===== src/rtl/rc_lowpass_filter_serial.sv =====
// Single-pole RC low-pass: y += alpha*(x - y) once per audio_clk_en, using one
// shift-add multiplier stepped over 16 clocks per sample.
module rc_lowpass_filter_serial #(
  parameter int unsigned CLOCK_RATE   = 50000000,
  parameter int unsigned SAMPLE_RATE  = 48000,
  parameter int unsigned R            = 10000,
  parameter int unsigned C_16_SHIFTED = 6554
) (
  input  logic        clk,
  input  logic        reset,
  input  logic        audio_clk_en,
  input  logic [15:0] in,
  output logic [15:0] out,
  output logic        out_valid,
  output logic        overrun
);

  localparam logic [63:0] RC16      = 64'(R) * 64'(C_16_SHIFTED);
  localparam logic [63:0] DT16      = (64'd1000000 << 16) / 64'(SAMPLE_RATE);
  localparam logic [63:0] ALPHA_RAW = (DT16 << 16) / (RC16 + DT16);
  localparam logic [15:0] ALPHA     = (ALPHA_RAW > 64'd65535) ? 16'hFFFF : ALPHA_RAW[15:0];

  // One update occupies 18 clocks, so strobes must be at least that far apart.
  if (CLOCK_RATE / SAMPLE_RATE < 18) begin : g_rate_check
    $error("rc_lowpass_filter_serial: CLOCK_RATE/SAMPLE_RATE must be at least 18");
  end

  typedef enum logic [1:0] {IDLE, MUL, UPDATE} state_e;

  state_e             state_q, state_d;
  logic signed [16:0] diff_q, diff_d;
  logic signed [32:0] acc_q, acc_d;
  logic        [3:0]  count_q, count_d;
  logic        [15:0] y_q, y_d;
  logic               out_valid_q, out_valid_d;
  logic               overrun_q, overrun_d;

  logic signed [32:0] diff_ext;
  logic signed [32:0] partial;
  logic signed [32:0] sum;

  function automatic logic [15:0] sat_u16(input logic signed [32:0] v);
    if (v < 33'sd0)     return 16'd0;
    if (v > 33'sd65535) return 16'hFFFF;
    return v[15:0];
  endfunction

  assign diff_ext = diff_q;
  assign partial  = diff_ext <<< count_q;
  // Arithmetic shift floors toward -inf, so a falling input always makes progress.
  assign sum      = $signed({17'd0, y_q}) + (acc_q >>> 16);

  always_comb begin
    state_d     = state_q;
    diff_d      = diff_q;
    acc_d       = acc_q;
    count_d     = count_q;
    y_d         = y_q;
    out_valid_d = 1'b0;
    overrun_d   = audio_clk_en && (state_q != IDLE);
    case (state_q)
      IDLE: begin
        if (audio_clk_en) begin
          diff_d  = $signed({1'b0, in}) - $signed({1'b0, y_q});
          acc_d   = '0;
          count_d = 4'd0;
          state_d = MUL;
        end
      end
      MUL: begin
        if (ALPHA[count_q]) acc_d = acc_q + partial;
        count_d = count_q + 4'd1;
        if (count_q == 4'd15) state_d = UPDATE;
      end
      UPDATE: begin
        y_d         = sat_u16(sum);
        out_valid_d = 1'b1;
        state_d     = IDLE;
      end
      default: state_d = IDLE;
    endcase
  end

  always_ff @(posedge clk) begin
    if (reset) begin
      state_q     <= IDLE;
      diff_q      <= '0;
      acc_q       <= '0;
      count_q     <= '0;
      y_q         <= '0;
      out_valid_q <= 1'b0;
      overrun_q   <= 1'b0;
    end else begin
      state_q     <= state_d;
      diff_q      <= diff_d;
      acc_q       <= acc_d;
      count_q     <= count_d;
      y_q         <= y_d;
      out_valid_q <= out_valid_d;
      overrun_q   <= overrun_d;
    end
  end

  assign out       = y_q;
  assign out_valid = out_valid_q;
  assign overrun   = overrun_q;

endmodule


===== config.mk =====
export PLATFORM = sky130hd
export DESIGN_NAME = rc_lowpass_filter_serial
export DESIGN_NICKNAME = d
export VERILOG_FILES = /design/src/rtl/rc_lowpass_filter_serial.sv
export SDC_FILE = /design/constraint.sdc
export NUM_CORES = 1
export LEC_CHECK = 0
export CAP_MARGIN = 15
export CORE_ASPECT_RATIO = 1.5
export CORE_UTILIZATION = 59
export DETAILED_ROUTE_END_ITERATION = 10
export MAX_ROUTING_LAYER = met4
export PLACE_DENSITY = 0.79
export SYNTH_ARGS = -nofsm -noshare
export SYNTH_HDL_FRONTEND = slang
export SYNTH_SLANG_ARGS = --single-unit

===== constraint.sdc =====
create_clock -name clk -period 5.9 [get_ports clk]
set_input_delay 0.885 -clock clk [delete_from_list [all_inputs] [get_ports clk]]
set_output_delay 0.885 -clock clk [all_outputs]
set_load 0.03 [all_outputs]

# Yosys cells after proc, flatten, opt, wreduce, memory -nomap -nowiden
# Memory sizes are Yosys's and may differ from the RTL's. A register that Yosys moved wholly into a read port is not among the register bits.
# Cells that the tools add are included.
# totals
mem_bits_ro	16
wordCells	51
regBits	74
mem_count	1
input_bits	19
output_inout_bits	18
# classes
n_mux	21
shift	1
order_cmp	3
n_addsub	4
n_eq_ne	6
reduce_logical	8
# memory_table
memory	words	word_bits	rd	rd_clocked_by_memory_dff	wr	line_no	rtl
(name not given)	16	1	1	1	0	71	if (ALPHA[count_q]) acc_d = acc_q + partial;
# ops
op	count
$mux W33	2
$pmux W33 S2	1
$mux W16	4
$add A33 B33 Y33	1
$sshl A17 B4 Y33	1
$add A17 B17 Y18	1
$gt A18 B17 Y1 const B	1
$lt A18 B1 Y1 const B	1
$sub A16 B16 Y17	1
$mux W4	3
$pmux W4 S2	1
$mux W1	7
$ne A2 B2 Y1 const B	3
$reduce_and A2 Y1	3
$lt A4 B5 Y1 const B	1
$add A4 B1 Y4 const B	1
$eq A4 B4 Y1 const B	1
$mux W2	2
$pmux W2 S2	1
$reduce_bool A2 Y1	2
$reduce_and A3 Y1	1
$eq A2 B1 Y1 const B	1
$eq A2 B2 Y1 const B	1
$logic_not A2 Y1	1
$logic_and A1 B1 Y1	1

# Depth between registers and ports, before layout
# logic_depth
ltp_word	8
ltp_mapped	19
mapped_depth_nobuf	18

# Worst setup path before layout
# No wires, ideal clock.
# synth_timing
path_kind	reg-to-reg
from	register count_q[0]
to	register acc_q[32]
path_buffers	3
path_stages_with_launch	19
setup_slack_ps	1890
period_less_slack_ps	4010
arrival_time_ps	3941
setup_time_ps	69
t_required_ps	5831
path_cell_list	dfxtp_1 > clkbuf_1 > clkbuf_1 > buf_1 > a211oi_1 > a21oi_1 > mux2i_1 > o22ai_1 > ha_1 > a21o_1 > a221o_1 > o211ai_1 > o21a_1 > o2bb2ai_2 > a31oi_2 > a211oi_1 > xor2_1 > or4_1 > o21ai_1
# synth_via
elab_chain_len	4
# synth_lines
item	line_no	rtl
start: declaration	33	logic [3:0] count_q, count_d;
start signal: assignment	97	count_q <= count_d;
$sshl A17 B4 Y33	49	assign partial = diff_ext <<< count_q;
$add A33 B33 Y33	71	
$mux W33	71	
$pmux W33 S2	61	case (state_q)
end signal: assignment	88	acc_q <= '0;
end signal: assignment	96	acc_q <= acc_d;
end: declaration	32	logic signed [32:0] acc_q, acc_d;
# Every way passes these cells. The select of a mux whose other input is x is not followed.
# A chain may end at the register's enable or synchronous reset.

# Worst setup path after layout
# Ends and elaborated chain as after synthesis.

==> metrics <==
post_cts resized 0; nets@finish approximately 950; CTS tree done; htree depth 3; Rows 46; total power between 0.001 and 0.0015 W; Seq/Total Area, Yosys about a quarter; RSZ-0062 raised after global routing no; hold_buf cts 0; FF-to-FF setup slack 1.16 ns; Remaining DRCs 0; area share of the leading cell type in the synthesized netlist approximately a quarter; Synth Warn # 0; RePlAce Congestion slightly below 1; Overall Global Routing Usage between 30% and 40%; clk_lat worst skew 0.34 ns; Die Y between 100 and 150 microns; Total Wirelength 17.9 mm; share of layout cells above drive strength 1 between 5 and 6%; most area-consuming cells after synthesis dfxtp_1, ha_1, a21oi_1; Worst Path Buf+Inv 1; First-pass DRT Iterations 5; clock root cell clkbuf_16; Util after Layout between 60% and 70%; LEAKAGE 3.03 nW; worst hold endpoint diff_q[11]$_SDFFE_PP0P_; via count about 6300; Top cell by count, worst path a211oi_1; cells after synthesis around 840; worst flop-to-flop path startpoint count_q[0]$_SDFFE_PP0P_; Post-Route Setup TNS 0 ns; die width about 87 microns; post-synth net total just over 900; Core Box Area ~0.011 sq mm; Fin Clk Skew ~0.0075 ns; wire per inst around 18 microns; Worst Setup Start Kind flip-flop; final hold viol count 0; Avg Cell Area, Syn approximately 7.7 sq um; Levels on crit path 16; commonest cells after routing, fill and taps aside nor2_1, a21oi_1, nand2_1, dfxtp_1, ha_1; slew margin rel. slightly below 30%; Async S/R FF share, synth 0%; CP cell instances inv_1 -> a211oi_1 -> a21oi_1 -> mux2i_1 -> o22ai_1 -> ha_1 -> and3_1 -> a221o_1 -> o211ai_1 -> o21a_1 -> o2bb2ai_2 -> a31oi_2 -> a211oi_1 -> xor2_1 -> or4_1 -> o21ai_1; Max Clk Rate about 210 MHz; Setup CP Type reg2reg; min-delay worst type reg2reg; vias in the first global route 6213; CTS max path bufs 2; Slowest Stage Delay on Critical Path a little over 1 ns; Crit-path slowest cell dfxtp_1; Max Slew Vio Count 0; die area 0.0114 sq mm; required time worst endpoint 6.17 ns; crit end category flip-flop; status completed; Tightest Pin Transition between 1 and 1.5 ns; top-level I/O count 37; post-synth top area cell dfxtp_1; fillers 926; first-pass GRT wire length 29.0 mm; Layout area overhead 11.4%; DRT antenna net count 0; pre-CTS WS between 1 and 1.5 ns; Yosys reg bits 75; final setup fails 0; cts bufs inserted 9; initial antenna violation count 0; CP top delay family compound AO/OA/AOI/OAI gates; Initial Util between 60% and 70%; FF-to-FF End acc_q[32]$_SDFFE_PP0P_; commonest non-fill, non-tap cell in the layout nor2_1; worst vdd ir approximately 0.13 mV; Initial DRC Count around 400; worst reg2reg path depth 16; pwr dens 189 mW/mm^2; vias per cell 6.24; max_cap viols 0; Critical Path AT 5.00 ns; fin crit share about four fifths; largest net degree at the start of global routing 43; final worst slack between 1 and 1.5 ns; hpwl dp 13.7 mm; Worst Min Path Start diff_q[11]$_SDFFE_PP0P_; ys flop type dfxtp_1; clock sinks 75; EDFF count, synth 0; Post-CTS Setup Bufs 0; GRT overflow 0; crit-path max FO 29; unique cell type count in the Yosys netlist 65; Post-Syn Area between 0.006 and 0.007 sq mm; hold path depth 2; Port-buffer cells 36; fin crit period roughly 4.7 ns; Reg clk slew, reported paths about 0.06 ns; # diodes 0
-- cell type report --
cell class | instances | area [sq um] | share of cell area [%]
Clock inverter | 2 | 12.5 | 0.174
Sequential cell | 75 | 1500 | 20.9
Timing Repair Buffer | 43 | 413 | 5.74
Tap cell | 144 | 180 | 2.51
Multi-Input combinational cell | 700 | 4700 | 65.4
Inverter | 33 | 124 | 1.72
Clock buffer | 12 | 256 | 3.57
-- flip-flops by register name (all words and copies together) (netlist names), named ones only --
signal     cells
overrun        1
out_valid      1
count_q        4
out           16
state_q        2
diff_q        17
acc_q         33
-- worst reg2reg max path, delay by kind of cell (launching register included) --
kind / cells / cell delay [ns]
xor gates and xnor gates: 1 / 0.13
DFF: 1 / 1.01
buffers and inverters: 1 / 0.33
adders and majority gates: 1 / 0.41
muxes: 1 / 0.29
AOI/OAI and AO/OA: 10 / 1.86
and+or+nand+nor: 2 / 0.64
-- metal layers --
metal / track usage (%) / wire, microns / up-vias
li1: - / - / 3065
met1: 35.1 / 7050 / 2974
met2: 60.3 / 9150 / 177
met3: 4.81 / 622 / 78
met4: 21.4 / 1030 / 0
met5: - / 0 / -
-- how the worst max path moves through the flow --
stage | slack, ns | start | end
6_report | 1.16 | count_q[0]$_SDFFE_PP0P_ | acc_q[32]$_SDFFE_PP0P_
5_1_grt | 0.74 | count_q[0]$_SDFFE_PP0P_ | acc_q[25]$_SDFFE_PP0P_
4_1_cts | 1.20 | count_q[0]$_SDFFE_PP0P_ | acc_q[32]$_SDFFE_PP0P_
3_5_place_dp | 1.22 | count_q[0]$_SDFFE_PP0P_ | acc_q[32]$_SDFFE_PP0P_
3_3_place_gp | 1.42 | count_q[0]$_SDFFE_PP0P_ | acc_q[32]$_SDFFE_PP0P_
2_1_floorplan | 1.89 | count_q[0]$_SDFFE_PP0P_ | acc_q[32]$_SDFFE_PP0P_
-- cell usage after synthesis, types with 6 or more instances --
cell / n
a211oi_1: 8
a21o_1: 21
a21oi_1: 83
a22o_1: 11
a22oi_1: 14
and2_1: 7
and3_1: 9
buf_1: 6
clkbuf_1: 24
dfxtp_1: 75
ha_1: 65
inv_1: 33
mux2_2: 7
mux2i_1: 22
nand2_1: 81
nand2b_1: 12
nand3_1: 13
nand3b_1: 9
nor2_1: 107
nor2b_1: 13
nor3_1: 16
o21a_1: 16
o21ai_0: 51
o21ai_1: 6
or2_2: 6
xnor2_1: 32
xor2_1: 13
-- through the flow --
stage	std cells	hold WS (ns)	cell area, sq um
2_1_floorplan	841	0.441	6450
3_3_place_gp	995	0.457	6920
3_5_place_dp	995	0.465	6920
4_1_cts	1009	0.473	7190
5_1_grt	1009	0.500	7190
6_report	1009	0.473	7190
-- cells by family (layout without fill, tap and decap cells) --
logic type | after synthesis | count (layout) | share of synthesized area (%)
compound gates | 266 | 266 | 26.8
xor+xnor | 45 | 45 | 6.11
fa+ha+maj | 68 | 68 | 13.5
buf+inv | 66 | 90 | 3.90
flops | 75 | 75 | 23.3
mux | 33 | 33 | 6.03
simple gates | 288 | 288 | 20.4
-- power breakdown --
group | switching (W) | total, W | internal (W)
clock | 0.000210 | 0.000512 | 0.000302
sequential | 0.0000262 | 0.000552 | 0.000526
combinational | 0.000172 | 0.000295 | 0.000123
(Power assumes the default switching activity.)
